==> config.mk <==
export PLATFORM = sky130hd
export DESIGN_NAME = ram_arbiter_flat
export DESIGN_NICKNAME = d
export VERILOG_FILES = /design/src/rtl/ram_arbiter_if.sv /design/src/rtl/ram_arbiter.sv /design/src/flat_wrapper.sv
export SDC_FILE = /design/constraint.sdc
export NUM_CORES = 1
export LEC_CHECK = 0
export ABC_AREA = 1
export ABC_CLOCK_PERIOD_IN_PS = 3800
export CAP_MARGIN = 30
export CORE_MARGIN = 1.5
export CORE_UTILIZATION = 30
export DETAILED_ROUTE_END_ITERATION = 7
export GPL_TIMING_DRIVEN = 1
export PLACE_DENSITY = 0.7
export REMOVE_ABC_BUFFERS = 1
export SYNTH_ARGS = -nofsm -noshare
export SYNTH_HDL_FRONTEND = slang
export SYNTH_SLANG_ARGS = --single-unit
==> constraint.sdc <==
create_clock -name clk -period 3.8 [get_ports clk]
set_clock_uncertainty 0.2 [all_clocks]
set_input_delay 0.76 -clock clk [delete_from_list [all_inputs] [get_ports clk]]
set_output_delay 0.76 -clock clk [all_outputs]
set_load 0.05 [all_outputs]
==> src/rtl/ram_arbiter_if.sv <==
// Bus bundle between the RISC5 CPU, the display-refresh DMA master and the SRAM pins.
// The arbiter connects through the slave modport; the environment uses master.
interface ram_arbiter_if;
    logic [23:0] cpu_adr;
    logic        cpu_rd;
    logic        cpu_wr;
    logic        cpu_ben;
    logic [31:0] cpu_wdata;
    logic [31:0] cpu_rdata;
    logic        cpu_wait;

    // DMA handshake: dma_req is held until dma_done; each dma_ack pulse marks
    // one valid dma_rdata word, and dma_done pulses together with the last ack.
    logic        dma_req;
    logic        dma_urgent;
    logic [23:0] dma_adr;
    logic        dma_ack;
    logic [31:0] dma_rdata;
    logic        dma_done;

    logic [21:0] mem_adr;
    logic        mem_ce_n;
    logic        mem_we_n;
    logic [3:0]  mem_be_n;
    logic [31:0] mem_wdata;
    logic [31:0] mem_rdata;

    modport master (
        output cpu_adr, cpu_rd, cpu_wr, cpu_ben, cpu_wdata,
        output dma_req, dma_urgent, dma_adr, mem_rdata,
        input  cpu_rdata, cpu_wait, dma_ack, dma_rdata, dma_done,
        input  mem_adr, mem_ce_n, mem_we_n, mem_be_n, mem_wdata
    );

    modport slave (
        input  cpu_adr, cpu_rd, cpu_wr, cpu_ben, cpu_wdata,
        input  dma_req, dma_urgent, dma_adr, mem_rdata,
        output cpu_rdata, cpu_wait, dma_ack, dma_rdata, dma_done,
        output mem_adr, mem_ce_n, mem_we_n, mem_be_n, mem_wdata
    );
endinterface

==> src/rtl/ram_arbiter.sv <==
// Shares one 32-bit SRAM between the RISC5 CPU and a read-only burst DMA master.
// Define ARB_STATS_EN to add the stall/burst statistics counters and their ports.
module ram_arbiter #(
    parameter int WAIT_STATES = 1,
    parameter int BURST       = 8,
    parameter int CPU_SLICE   = 4
) (
    input  logic         clk,
    input  logic         rst,
    ram_arbiter_if.slave bus,
    output logic         dbg_state
`ifdef ARB_STATS_EN
    ,
    input  logic         stat_clr,
    output logic [31:0]  stat_cpu_stall,
    output logic [15:0]  stat_bursts
`endif
);
    typedef enum logic {CPU_ACC = 1'b0, DMA_ACC = 1'b1} state_e;

    localparam logic [2:0] CYC_LAST  = 3'(WAIT_STATES);
    localparam logic [5:0] WORD_LAST = 6'(BURST - 1);
    localparam logic [3:0] SLICE_MIN = 4'(CPU_SLICE);

    state_e      state_q, state_d;
    logic [2:0]  cyc_q, cyc_d;
    logic [3:0]  slice_q, slice_d;
    logic [5:0]  word_q, word_d;
    logic [21:0] ptr_q, ptr_d;
    logic        dma_ack_q, dma_ack_d;
    logic        dma_done_q, dma_done_d;
    logic [31:0] dma_rdata_q, dma_rdata_d;
    logic        boundary;
    logic        burst_end;
    logic [3:0]  slice_inc;
    logic        unused_bits;

    assign boundary    = (cyc_q == CYC_LAST);
    assign unused_bits = ^{bus.cpu_rd, bus.dma_adr[1:0]};
    assign dbg_state   = (state_q == DMA_ACC);

    // The grant decision counts the CPU access that completes at this boundary.
    always_comb begin
        state_d     = state_q;
        cyc_d       = boundary ? 3'd0 : cyc_q + 3'd1;
        slice_d     = slice_q;
        word_d      = word_q;
        ptr_d       = ptr_q;
        dma_ack_d   = 1'b0;
        dma_done_d  = 1'b0;
        dma_rdata_d = dma_rdata_q;
        burst_end   = 1'b0;
        slice_inc   = (slice_q == 4'hF) ? slice_q : slice_q + 4'd1;
        if (boundary) begin
            case (state_q)
                CPU_ACC: begin
                    if (bus.dma_req && (bus.dma_urgent || slice_inc >= SLICE_MIN)) begin
                        state_d = DMA_ACC;
                        slice_d = 4'd0;
                        word_d  = 6'd0;
                        ptr_d   = bus.dma_adr[23:2];
                    end else begin
                        slice_d = slice_inc;
                    end
                end
                DMA_ACC: begin
                    dma_rdata_d = bus.mem_rdata;
                    dma_ack_d   = 1'b1;
                    ptr_d       = ptr_q + 22'd1;
                    burst_end   = (word_q == WORD_LAST);
                    if (burst_end) begin
                        dma_done_d = 1'b1;
                        state_d    = CPU_ACC;
                        word_d     = 6'd0;
                    end else begin
                        word_d = word_q + 6'd1;
                    end
                end
                default: state_d = CPU_ACC;
            endcase
        end
    end

    // Pin outputs are gated by rst directly so they go idle the moment reset asserts.
    always_comb begin
        bus.mem_adr   = bus.cpu_adr[23:2];
        bus.mem_ce_n  = 1'b1;
        bus.mem_we_n  = 1'b1;
        bus.mem_be_n  = 4'hF;
        bus.mem_wdata = bus.cpu_wdata;
        bus.cpu_wait  = 1'b1;
        bus.cpu_rdata = 32'd0;
        if (rst) begin
            bus.mem_ce_n = 1'b0;
            if (state_q == CPU_ACC) begin
                bus.mem_we_n = ~bus.cpu_wr;
                bus.mem_be_n = (bus.cpu_wr && bus.cpu_ben) ? ~(4'b0001 << bus.cpu_adr[1:0]) : 4'b0000;
                if (boundary) begin
                    bus.cpu_wait  = 1'b0;
                    bus.cpu_rdata = bus.mem_rdata;
                end
            end else begin
                bus.mem_adr  = ptr_q;
                bus.mem_be_n = 4'b0000;
            end
        end
    end

    assign bus.dma_ack   = dma_ack_q;
    assign bus.dma_done  = dma_done_q;
    assign bus.dma_rdata = dma_rdata_q;

    always_ff @(posedge clk or negedge rst) begin
        if (!rst) begin
            state_q     <= CPU_ACC;
            cyc_q       <= 3'd0;
            slice_q     <= 4'd0;
            word_q      <= 6'd0;
            ptr_q       <= 22'd0;
            dma_ack_q   <= 1'b0;
            dma_done_q  <= 1'b0;
            dma_rdata_q <= 32'd0;
        end else begin
            state_q     <= state_d;
            cyc_q       <= cyc_d;
            slice_q     <= slice_d;
            word_q      <= word_d;
            ptr_q       <= ptr_d;
            dma_ack_q   <= dma_ack_d;
            dma_done_q  <= dma_done_d;
            dma_rdata_q <= dma_rdata_d;
        end
    end

`ifdef ARB_STATS_EN
    logic [31:0] stall_q, stall_d;
    logic [15:0] bursts_q, bursts_d;

    // cpu_wait is always high in DMA_ACC, so every DMA cycle is a CPU stall cycle.
    always_comb begin
        stall_d  = stall_q;
        bursts_d = bursts_q;
        if (stat_clr) begin
            stall_d  = 32'd0;
            bursts_d = 16'd0;
        end else begin
            if (state_q == DMA_ACC) stall_d = stall_q + 32'd1;
            if (burst_end) bursts_d = bursts_q + 16'd1;
        end
    end

    always_ff @(posedge clk or negedge rst) begin
        if (!rst) begin
            stall_q  <= 32'd0;
            bursts_q <= 16'd0;
        end else begin
            stall_q  <= stall_d;
            bursts_q <= bursts_d;
        end
    end

    assign stat_cpu_stall = stall_q;
    assign stat_bursts    = bursts_q;
`endif
endmodule
==> src/flat_wrapper.sv <==
// flat-port wrapper written by rule: the top's interface ports become plain ports
module ram_arbiter_flat 
#(
    parameter int WAIT_STATES = 1,
    parameter int BURST       = 8,
    parameter int CPU_SLICE   = 4
)
  (clk, rst, dbg_state, bus_cpu_adr, bus_cpu_rd, bus_cpu_wr, bus_cpu_ben, bus_cpu_wdata, bus_dma_req, bus_dma_urgent, bus_dma_adr, bus_mem_rdata, bus_cpu_rdata, bus_cpu_wait, bus_dma_ack, bus_dma_rdata, bus_dma_done, bus_mem_adr, bus_mem_ce_n, bus_mem_we_n, bus_mem_be_n, bus_mem_wdata);
  ram_arbiter_if bus_i ();
  input  logic clk;
  input  logic rst;
  output logic dbg_state;
  input wire logic [$bits(bus_i.cpu_adr)-1:0] bus_cpu_adr;
  input wire logic [$bits(bus_i.cpu_rd)-1:0] bus_cpu_rd;
  input wire logic [$bits(bus_i.cpu_wr)-1:0] bus_cpu_wr;
  input wire logic [$bits(bus_i.cpu_ben)-1:0] bus_cpu_ben;
  input wire logic [$bits(bus_i.cpu_wdata)-1:0] bus_cpu_wdata;
  input wire logic [$bits(bus_i.dma_req)-1:0] bus_dma_req;
  input wire logic [$bits(bus_i.dma_urgent)-1:0] bus_dma_urgent;
  input wire logic [$bits(bus_i.dma_adr)-1:0] bus_dma_adr;
  input wire logic [$bits(bus_i.mem_rdata)-1:0] bus_mem_rdata;
  output wire logic [$bits(bus_i.cpu_rdata)-1:0] bus_cpu_rdata;
  output wire logic [$bits(bus_i.cpu_wait)-1:0] bus_cpu_wait;
  output wire logic [$bits(bus_i.dma_ack)-1:0] bus_dma_ack;
  output wire logic [$bits(bus_i.dma_rdata)-1:0] bus_dma_rdata;
  output wire logic [$bits(bus_i.dma_done)-1:0] bus_dma_done;
  output wire logic [$bits(bus_i.mem_adr)-1:0] bus_mem_adr;
  output wire logic [$bits(bus_i.mem_ce_n)-1:0] bus_mem_ce_n;
  output wire logic [$bits(bus_i.mem_we_n)-1:0] bus_mem_we_n;
  output wire logic [$bits(bus_i.mem_be_n)-1:0] bus_mem_be_n;
  output wire logic [$bits(bus_i.mem_wdata)-1:0] bus_mem_wdata;
  assign bus_i.cpu_adr = bus_cpu_adr;
  assign bus_i.cpu_rd = bus_cpu_rd;
  assign bus_i.cpu_wr = bus_cpu_wr;
  assign bus_i.cpu_ben = bus_cpu_ben;
  assign bus_i.cpu_wdata = bus_cpu_wdata;
  assign bus_i.dma_req = bus_dma_req;
  assign bus_i.dma_urgent = bus_dma_urgent;
  assign bus_i.dma_adr = bus_dma_adr;
  assign bus_i.mem_rdata = bus_mem_rdata;
  assign bus_cpu_rdata = bus_i.cpu_rdata;
  assign bus_cpu_wait = bus_i.cpu_wait;
  assign bus_dma_ack = bus_i.dma_ack;
  assign bus_dma_rdata = bus_i.dma_rdata;
  assign bus_dma_done = bus_i.dma_done;
  assign bus_mem_adr = bus_i.mem_adr;
  assign bus_mem_ce_n = bus_i.mem_ce_n;
  assign bus_mem_we_n = bus_i.mem_we_n;
  assign bus_mem_be_n = bus_i.mem_be_n;
  assign bus_mem_wdata = bus_i.mem_wdata;
  ram_arbiter #(.WAIT_STATES(WAIT_STATES), .BURST(BURST), .CPU_SLICE(CPU_SLICE)) u_core (.clk(clk), .rst(rst), .bus(bus_i), .dbg_state(dbg_state));
endmodule
# Word level (Yosys, flattened, before mapping)

Index checks and enable logic that the tools add are counted.

Bits in latches: 0
Flip-flop bits (word level): 70
Memories kept: 0
Input bits: 119
Bits in writable memories: 0
Logic and storage cells: 57
Output and inout bits: 128
Memory bits (read-only): 0

Divide/modulo/power cells: 0
Multiply operators: 0
Add/sub/neg operators: 4
Eq/ne operators: 4
Multiplexer cells: 30
Bitwise logic cells: 3
Shift-type cells: 1
$lt $le $gt $ge: 1
Reductions and logical operators: 6

Operators with widths:

| kind                    | count |
|---|---|
| $mux W32                | 3 |
| $mux W22                | 3 |
| $pmux W22 S2            | 1 |
| $add A22 B1 Y22 const B | 1 |
| $mux W4                 | 5 |
| $mux W1                 | 13 |
| $mux W6                 | 2 |
| $pmux W6 S2             | 1 |
| $add A6 B1 Y6 const B   | 1 |
| $eq A6 B3 Y1 const B    | 1 |
| $reduce_and A2 Y1       | 3 |
| $add A4 B1 Y4 const B   | 1 |
| $eq A4 B4 Y1 const B    | 1 |
| $ge A4 B3 Y1 const B    | 1 |
| $not A4 Y4              | 1 |
| $shl A1 B2 Y4 const A   | 1 |
| $add A3 B1 Y3 const B   | 1 |
| $eq A3 B1 Y1 const B    | 1 |
| $mux W3                 | 1 |
| $logic_and A1 B1 Y1     | 2 |
| $ne A2 B1 Y1 const B    | 1 |
| $not A1 Y1              | 2 |
| $pmux W1 S2             | 1 |
| $logic_or A1 B1 Y1      | 1 |

# Logic depth before layout (Yosys ltp)

Word-level depth: 7
Mapped depth: 11
Gate-level depth less buffers: 11

# Worst setup path after synthesis

OpenSTA, ideal clock, no wires.

Path type: input to output
From: input port rst
To: output port bus_mem_adr[21]
Required time: 2.840 ns
Path slack: 0.399 ns
Cell stages on the path: 4
Data arrival time: 2.441 ns
Path buffers: 2
Cell sequence: clkbuf_1 -> nand2_1 -> clkbuf_1 -> o21ai_0

Cells in the longest elaborated chain, start to end: 1

Ends and longest elaborated chain:

| element         | line               | RTL |
|---|---|---|
| start, declared | flat_wrapper.sv:11 | `input logic rst;` |
| $mux W22        | ram_arbiter.sv:93  | `if (rst) begin` |
| end, declared   | flat_wrapper.sv:27 | `output wire logic [$bits(bus_i.mem_adr)-1:0] bus_mem_adr;` |

Every way passes these cells.

# Worst setup path in the final report

From: input port bus_cpu_wr
To: output port bus_mem_be_n[1]

Cells in the longest elaborated chain, start to end: 4

Ends and longest elaborated chain:

| element             | line               | RTL |
|---|---|---|
| start, declared     | flat_wrapper.sv:15 | `input wire logic [$bits(bus_i.cpu_wr)-1:0] bus_cpu_wr;` |
| $logic_and A1 B1 Y1 | ram_arbiter.sv:97  | `bus.mem_be_n = (bus.cpu_wr && bus.cpu_ben) ? ~(4'b0001 << bus.cpu_adr[1:0]) : 4'b0000;` |
| $mux W4             | ram_arbiter.sv:97  |  |
| $mux W4             | ram_arbiter.sv:95  | `if (state_q == CPU_ACC) begin` |
| $mux W4             | ram_arbiter.sv:93  |  |
| end, declared       | flat_wrapper.sv:30 | `output wire logic [$bits(bus_i.mem_be_n)-1:0] bus_mem_be_n;` |

Every way passes these cells.

==> results.sh <==
export IMPL_grt_max_degree=78
export IMPL_nets=893
export IMPL_power_density_nw_per_um2=750.8
export IMPL_internal_power_w=0.002743
export IMPL_via_per_inst=4.575
export IMPL_regArea_um2=1752
export IMPL_cts_made_buffers=9
export IMPL_synthFlopType="dfrtp_1"
export IMPL_critPathCaptureType="primary output"
export IMPL_r2r_start="u_core.slice_q[0]"
export IMPL_finalHoldViolCount=0
export IMPL_antenna_found_initial=0
export IMPL_required_ns=2.84
export IMPL_fin_area_um2=6983
export IMPL_start_util_pct=30.77
export IMPL_clockPowerShare_pct=16.5
export IMPL_wl_per_cell_um=14.08
export IMPL_rsz0062_at_grt="no"
export IMPL_pwr_share_seq_pct=24.1
export IMPL_placed_area_um2=6680
export IMPL_power_leakage_nw=3.215
export IMPL_syn_area_um2=4472
export IMPL_synthTopCellsByCount="182 x nand2_1, 74 x inv_1, 70 x dfrtp_1"
export IMPL_switchingPower_w=0.002500
export IMPL_finalCriticalPeriod_ns=3.378
export IMPL_drtIter0Drc=178
export IMPL_relSlewSlack_pct=50.66
export IMPL_place_inst=944
export IMPL_crit_path_start_kind="input pin"
export IMPL_grt_usage_pct=17.77
export IMPL_outcome="complete, no violations"
export IMPL_slew_violations=0
export IMPL_multiInputGateArea_um2=2038
export IMPL_portBuffers=179
export IMPL_nFillCells=1420
export IMPL_avgSynthCellArea_um2=7.076
export IMPL_synth_top_area_cell="dfrtp_1"
export IMPL_critPathLaunch="bus_cpu_wr"
export IMPL_worst_pin_slew_ns=0.7401
export IMPL_critPathArrivalTime_ns=2.42
export IMPL_yosysSeqAreaShare_pct=39.17
export IMPL_die_area_um2=15650
export IMPL_core_area_um2=14530
export IMPL_synth_cells=632
export IMPL_fp_dieW_um=125.1
export IMPL_dieHeight_um=125.1
export IMPL_core_rowCount=44
export IMPL_clk_pin_slew_ns=0.06
export IMPL_antenna_left=0
export IMPL_total_power_w=0.005243
export IMPL_hp_class="input pin to asynchronous set/reset pin"
export IMPL_clock_sinks=70
export IMPL_first_pass_iters=4
export IMPL_p_sw_share_pct=47.68
export IMPL_yosysUniqueCellTypes=33
export IMPL_root_buffer="clkbuf_16"
export IMPL_grt_pass1_vias=4345
export IMPL_final_setup_viol_count=0
export IMPL_synth_seq_cells=70
export IMPL_postCtsSetupRepairBufs=0
export IMPL_fin_setup_tns_ns=0
export IMPL_pin_count=247
export IMPL_p_comb_share_pct=59.4
export IMPL_synth_top_area_share_pct=39.17
export IMPL_crit_path_max_fanout=4
export IMPL_max_cap_viol_count=0
export IMPL_grt_pass1_wl_mm=22.22
export IMPL_place_hpwl_mm=10.12
export IMPL_fmax_mhz=296.1
export IMPL_synth_edff_count=0
export IMPL_yosys_warnings=0
export IMPL_final_cells=960
export IMPL_cts_tree="done"
export IMPL_ctsLongestPathBuffers=2
export IMPL_vias=4392
export IMPL_clock_latency_ns=0.34
export IMPL_place_congestion=0.8444
export IMPL_crit_type="input pin to primary output"
export IMPL_overflow=0
export IMPL_synthToLayoutAreaGrowth_pct=56.16
export IMPL_hold_buffers=0
export IMPL_synth_area_leaders="dfrtp_1 39%, nand2_1 15%, inv_1 6.2%"
export IMPL_period_share_pct=88.89
export IMPL_drive_gt1_share_pct=15.72
export IMPL_htree_levels=3
export IMPL_vdd_drop_max_uv=326.6
export IMPL_diodes=0
export IMPL_post_synth_top_count_cell="nand2_1"
export IMPL_routed_wl_mm=13.52
export IMPL_cts_resized=0
export IMPL_drcViolationCount=0
export IMPL_async_flop_share_pct=100.0
## final timing paths
check	cells past startpoint	end	slack, ns
max in group asynchronous	2	u_core.bus.dma_rdata[5]	2.54
worst min-delay path	1	u_core.ptr_q[0]	0.13
worst max register to register	7	u_core.ptr_q[10]	1.25
worst min register to register	2	u_core.bus.dma_rdata[18]	0.28
min in group clk	2	u_core.bus.dma_rdata[18]	0.28
worst max-delay path	4	bus_mem_be_n[1]	0.42
## registers in the layout, indices dropped and copies added (netlist names)
register              count
u_core.dbg_state          1
u_core.slice_q            4
u_core.word_q             6
u_core.cyc_q              3
u_core.bus.dma_done       1
u_core.bus.dma_rdata     32
u_core.ptr_q             22
u_core.bus.dma_ack        1
## critical path, cell delays in order
cell and delay [ns]:
clkdlybuf4s50_1 0.47, nand3_1 0.13, o21ai_0 0.21, clkdlybuf4s50_1 0.84
## final cells by class
cell class	instances	share of cell area (%)
inverter	78	4.193
clock inverter	3	0.6092
sequential	70	25.09
multi-input combinational	426	29.19
clock buffer	13	3.727
timing repair buffer	186	33.90
tap	184	3.297
## placed cells by master (no fill, tap or decap), types with 10 or more instances in the layout
cell type	netlist	routed
o21ai_1	24	24
nor2_1	68	68
dfrtp_1	70	70
buf_4	34	10
buf_12	0	53
inv_1	74	74
o21ai_2	17	17
o21ai_0	47	47
nand3_1	42	42
nand2_1	182	182
clkdlybuf4s50_1	0	123
## layer usage
metal / global-route usage, % / vias to the layer above / wire length [um]
met5: 2.786 / - / 0
met4: 5.147 / 0 / 168
met3: 9.457 / 13 / 1694
met2: 27.16 / 215 / 5911
met1: 21.50 / 1939 / 5743
li1: - / 2225 / -
## per-stage QoR
stage          utilization, %  worst slack (ns)  hold slack, ns
4_1_cts                 48.05            0.4513          0.1248
2_1_floorplan               -           -0.3399          0.2541
6_report                48.05            0.4223          0.1266
3_3_place_gp            45.96            0.4885          0.2641
3_5_place_dp            45.96            0.4543          0.2730
5_1_grt                 48.05            0.3408          0.1295
## cells by family after synthesis
| group | Yosys count | share of synthesized area, % |
|---|---|---|
| XOR/XNOR | 7 | 1.371 |
| AND/OR/NAND/NOR | 319 | 30.41 |
| adder cells (fa/ha/maj) | 3 | 0.8395 |
| multiplexers | 1 | 0.2518 |
| buffers and inverters | 136 | 15.25 |
| flip-flops | 70 | 39.17 |
| AO/OA/AOI/OAI | 96 | 12.70 |
## power groups by stage
| stage | Clock [W] | Sequential, W | Combinational (W) |
|---|---|---|---|
| 3_3_place_gp | 0 | 0.00126 | 0.00311 |
| 2_1_floorplan | 0 | 0.00157 | 0.00160 |
| 4_1_cts | 0.000888 | 0.00126 | 0.00315 |
| 5_1_grt | 0.000925 | 0.00130 | 0.00339 |
| 6_report | 0.000865 | 0.00126 | 0.00312 |
| 3_5_place_dp | 0 | 0.00127 | 0.00314 |
No activity file was read; power rests on OpenSTA's default activity.
